## src/rtl/imem_arbiter.sv

```systemverilog
// Shares one single-port sync-read instruction memory between fetch (IF) and loader (LD).
// Grants are combinational; read data returns one cycle after a read grant.
// A refused requester holds its request; a loader starvation counter and a lock mode bound its wait.
module imem_arbiter #(
    parameter int DATA_WIDTH = 32,
    parameter int ADDR_WIDTH = 10,
    parameter int MAX_WAIT   = 4
) (
    input  logic                  i_clk,
    input  logic                  i_arst,
    input  logic                  i_if_req,
    input  logic [ADDR_WIDTH-1:0] i_if_addr,
    output logic                  o_if_gnt,
    output logic                  o_if_rvalid,
    output logic [DATA_WIDTH-1:0] o_if_rdata,
    input  logic                  i_ld_req,
    input  logic                  i_ld_we,
    input  logic                  i_ld_lock,
    input  logic [ADDR_WIDTH-1:0] i_ld_addr,
    input  logic [DATA_WIDTH-1:0] i_ld_wdata,
    output logic                  o_ld_gnt,
    output logic                  o_ld_rvalid,
    output logic [DATA_WIDTH-1:0] o_ld_rdata,
    output logic                  o_mem_en,
    output logic                  o_mem_we,
    output logic [ADDR_WIDTH-1:0] o_mem_addr,
    output logic [DATA_WIDTH-1:0] o_mem_wdata,
    input  logic [DATA_WIDTH-1:0] i_mem_rdata
);

    localparam int WCW = (MAX_WAIT > 0) ? $clog2(MAX_WAIT + 1) : 1;
    localparam logic [WCW-1:0] WAIT_LIMIT = WCW'(MAX_WAIT);

    typedef enum logic {
        ST_ARB    = 1'b0,
        ST_LOCKED = 1'b1
    } state_t;

    state_t         state_q;
    state_t         state_d;
    logic [WCW-1:0] wait_cnt_q;
    logic [WCW-1:0] wait_cnt_d;
    logic           if_rvalid_q;
    logic           ld_rvalid_q;
    logic           starved;
    logic           if_gnt;
    logic           ld_gnt;

    // With MAX_WAIT = 0 the counter never leaves 0, so the loader is always starved.
    assign starved = (wait_cnt_q == WAIT_LIMIT);

    always_ff @(posedge i_clk or negedge i_arst) begin
        if (!i_arst) begin
            state_q     <= ST_ARB;
            wait_cnt_q  <= '0;
            if_rvalid_q <= 1'b0;
            ld_rvalid_q <= 1'b0;
        end else begin
            state_q     <= state_d;
            wait_cnt_q  <= wait_cnt_d;
            if_rvalid_q <= if_gnt;
            ld_rvalid_q <= ld_gnt & ~i_ld_we;
        end
    end

    always_comb begin
        state_d = state_q;
        case (state_q)
            ST_ARB:    if (ld_gnt && i_ld_lock) state_d = ST_LOCKED;
            ST_LOCKED: if (!i_ld_lock)          state_d = ST_ARB;
            default:                            state_d = ST_ARB;
        endcase
    end

    // Grants are forced low while reset is asserted so every output reads 0 in reset.
    always_comb begin
        if_gnt = 1'b0;
        ld_gnt = 1'b0;
        if (i_arst) begin
            case (state_q)
                ST_ARB: begin
                    if_gnt = i_if_req & ~(i_ld_req & starved);
                    ld_gnt = i_ld_req & (~i_if_req | starved);
                end
                ST_LOCKED: ld_gnt = i_ld_req;
                default: begin
                    if_gnt = 1'b0;
                    ld_gnt = 1'b0;
                end
            endcase
        end
    end

    always_comb begin
        wait_cnt_d = wait_cnt_q;
        if (state_q == ST_LOCKED || !i_ld_req || ld_gnt) begin
            wait_cnt_d = '0;
        end else if (!starved) begin
            wait_cnt_d = wait_cnt_q + WCW'(1);
        end
    end

    assign o_if_gnt    = if_gnt;
    assign o_ld_gnt    = ld_gnt;
    assign o_mem_en    = if_gnt | ld_gnt;
    assign o_mem_we    = ld_gnt & i_ld_we;
    assign o_mem_addr  = ld_gnt ? i_ld_addr : (if_gnt ? i_if_addr : '0);
    assign o_mem_wdata = ld_gnt ? i_ld_wdata : '0;

    assign o_if_rvalid = if_rvalid_q;
    assign o_ld_rvalid = ld_rvalid_q;
    assign o_if_rdata  = if_rvalid_q ? i_mem_rdata : '0;
    assign o_ld_rdata  = ld_rvalid_q ? i_mem_rdata : '0;

    a_one_grant: assert property (@(posedge i_clk) disable iff (!i_arst) !(if_gnt && ld_gnt));

endmodule

```

## config.mk

```make
export PLATFORM = sky130hd
export DESIGN_NAME = imem_arbiter
export DESIGN_NICKNAME = d
export VERILOG_FILES = /design/src/rtl/imem_arbiter.sv
export SDC_FILE = /design/constraint.sdc
export NUM_CORES = 1
export LEC_CHECK = 0
export CORE_MARGIN = 4
export CORE_UTILIZATION = 22
export CTS_BUF_LIST = sky130_fd_sc_hd__clkbuf_2
export CTS_CLUSTER_SIZE = 28
export DETAILED_ROUTE_END_ITERATION = 10
export PLACE_DENSITY = 0.88
export SYNTH_ARGS = -nofsm -noshare
export SYNTH_HDL_FRONTEND = slang
export SYNTH_SLANG_ARGS = --single-unit
```

## constraint.sdc

```tcl
create_clock -name i_clk -period 4 [get_ports i_clk]
set_input_delay 0.8 -clock i_clk [delete_from_list [all_inputs] [get_ports i_clk]]
set_output_delay 0.8 -clock i_clk [all_outputs]
set_load 0.02 [all_outputs]
```

==> results.json <==
{
  "status": "finished, final reports clean",
  "n_antenna_cell": 0,
  "end_kind": "output pin",
  "start_kind": "input port",
  "pre_cts_ws_ns": 0.402,
  "synth_area_um2": 1070,
  "cts_resized": 0,
  "synth_ff_type": "dfrtp_1",
  "drive_above_1_share_pct": 2.06,
  "grtUsageTotal_pct": 18.2,
  "synthTopCellsByCount": "and2_1 (97), a22o_1 (10), clkbuf_1 (6), dfrtp_1 (6), nor3_1 (3)",
  "tritoncts": "yes",
  "clkSlewWorstSetupHoldPaths_ns": 0.05,
  "finalWorstSetupSlack_ns": 0.413,
  "synthTopCellsByArea": "and2_1 (57%), dfrtp_1 (14%), a22o_1 (8.2%)",
  "setup_viol": 0,
  "worst_path_max_delay_cell": "clkdlybuf4s50_1",
  "clockBufferDepth": 2,
  "maxCapViolations": 0,
  "total_power_uw": 400,
  "area_growth_syn_to_layout_pct": 192,
  "syn_nets": 238,
  "synth.largest_area_cell": "and2_1",
  "hold_class": "flip-flop to flip-flop",
  "routed_wl_um": 5870,
  "cts_buffers": 3,
  "peakVddDrop_v": 0.0000694,
  "syn_area_per_cell_um2": 7.35,
  "final-hold-violation-count": 0,
  "crit_path_cell_trace": "clkdlybuf4s50_1 -> and3_1 -> a22o_1 -> clkdlybuf4s50_1",
  "cpMostUsedCell": "clkdlybuf4s50_1",
  "io_buffer_count": 201,
  "period_share_pct": 89.7,
  "tightest_slew_ns": 0.710,
  "num_rows": 25,
  "relSlewSlack_pct": 52.7,
  "final_core_util_pct": 66.3,
  "grt_overflow": 0,
  "yosysMostFrequentCell": "and2_1",
  "ys_async_sr_fraction_pct": 100,
  "drcViolationCount": 0,
  "synth_cell_types": 25,
  "crit_buf_inv": 2,
  "p_leak_nw": 1.23,
  "period_needed_ns": 3.59,
  "fp.coreArea_um2": 4720,
  "cts-root-buf": "clkbuf_2",
  "fin_skew_ns": 0.00113,
  "h-tree-depth": 1,
  "ys_seq_area_share_pct": 14.0,
  "synth_cells": 146,
  "rrSetupSlack_ns": 2.64,
  "critPathRequiredTime_ns": 3.20,
  "drt-initial-drc-count": 18,
  "synth_seq_cells": 6,
  "worstPathMaxFanout": 12,
  "drtAntennaViolNets": 0,
  "yosysWarnings": 0,
  "clock-sinks": 6,
  "clock_latency_ns": 0.21,
  "via_count": 1727,
  "synth_edf_count": 0,
  "cts_setup_buffers": 0,
  "grt_pass1_vias": 1728,
  "ioPinCount": 202,
  "dr.pass1.iters": 4,
  "finalMaxSlewViolations": 0,
  "start_util_pct": 22.7,
  "powerDensity_nw_per_um2": 128,
  "fin_area_um2": 3130,
  "wl_per_cell_um": 14.4,
  "crit_arrival_ns": 2.79,
  "via_per_inst": 4.25,
  "num-nets-final": 433,
  "grt_max_degree": 50,
  "cp_slowest_stage_delay_ns": 0.66,
  "fin_setup_tns_ns": 0,
  "antenna_found_initial": 0,
  "critPathKind": "input port to output pin",
  "rsz0062_at_grt": "false",
  "gp_congestion": 0.767,
  "die_x_um": 77.9,
  "timing.fmax_ghz": 0.279,
  "cts_hold_buf": 0,
  "fp.dieArea_um2": 6060,
  "fp.dieH_um": 77.9,
  "place_hpwl_um": 5190,
  "crit_family": "buffers and inverters",
  "grt_pass1_wl_um": 8710,
  "place_area_um2": 3120,
  "synth.top_cell.area_share_pct": 56.5
}
sequential cells by signal (all words and copies together), names as in the netlist:
| name | cells |
|---|---|
| state_q | 1 |
| o_ld_rvalid | 1 |
| o_if_rvalid | 1 |
| wait_cnt_q | 3 |
report_power, final:
group	switching, mW	internal (mW)
registers	0.00941	0.0650
logic	0.112	0.174
clock network	0.0186	0.0203
cell usage in the layout (no fill, tap or decap):
cell               n
clkbuf_2           3
nand2_1            1
nand2b_1           1
clkdlybuf4s50_1  201
a22o_1            10
nor2b_1            1
nor3_1             3
inv_1              2
buf_12             1
o21ai_0            1
dfrtp_1            6
a21oi_4            1
xnor2_1            1
and3_1             1
nor2b_4            1
nand3b_1           1
ha_1               2
mux2i_1            1
nand3_1            1
o21a_1             2
nand2_2            1
and2_1            97
cell families after synthesis:
kind of cell	share of synthesized area, %
DFF	14.0
and+or+nand+nor	63.1
adders and majority gates	2.33
AOI/OAI and AO/OA	11.5
xor gates and xnor gates	0.816
muxes	0.932
buffers and inverters	7.34
metrics by stage:
step / instances / hold slack (ns)
after floorplan: 146 / 0.504
after global placement: 403 / 0.556
after detailed placement: 403 / 0.570
after CTS: 406 / 0.582
after global routing: 406 / 0.616
final: 406 / 0.589
worst paths after layout:
kind,startpoint,to,cells past startpoint
max,i_arst,o_mem_addr[5],4
min,state_q,state_q,1
max reg2reg,wait_cnt_q[0],o_ld_rvalid,6
min reg2reg,state_q,state_q,1
max in group asynchronous,i_arst,wait_cnt_q[2],1
min in group asynchronous,i_arst,wait_cnt_q[1],1
per-layer routing:
layer / GRT usage [%] / share of wire (%) / up-vias
met5: 0 / 0 / -
met4: 9.07 / 3.8 / 0
met3: 6.15 / 11 / 14
met2: 33.8 / 50 / 128
met1: 17.6 / 35 / 734
li1: - / - / 851
cell type report:
| type | count | area, µm² |
|---|---|---|
| Multi-Input combinational cell | 126 | 845 |
| Inverter | 2 | 7.51 |
| Tap cell | 67 | 83.8 |
| Sequential cell | 6 | 150 |
| Timing Repair Buffer | 202 | 2030 |
| Clock buffer | 3 | 15.0 |
| Fill cell | 409 | 1590 |
Power figures use the tool's default switching activity.
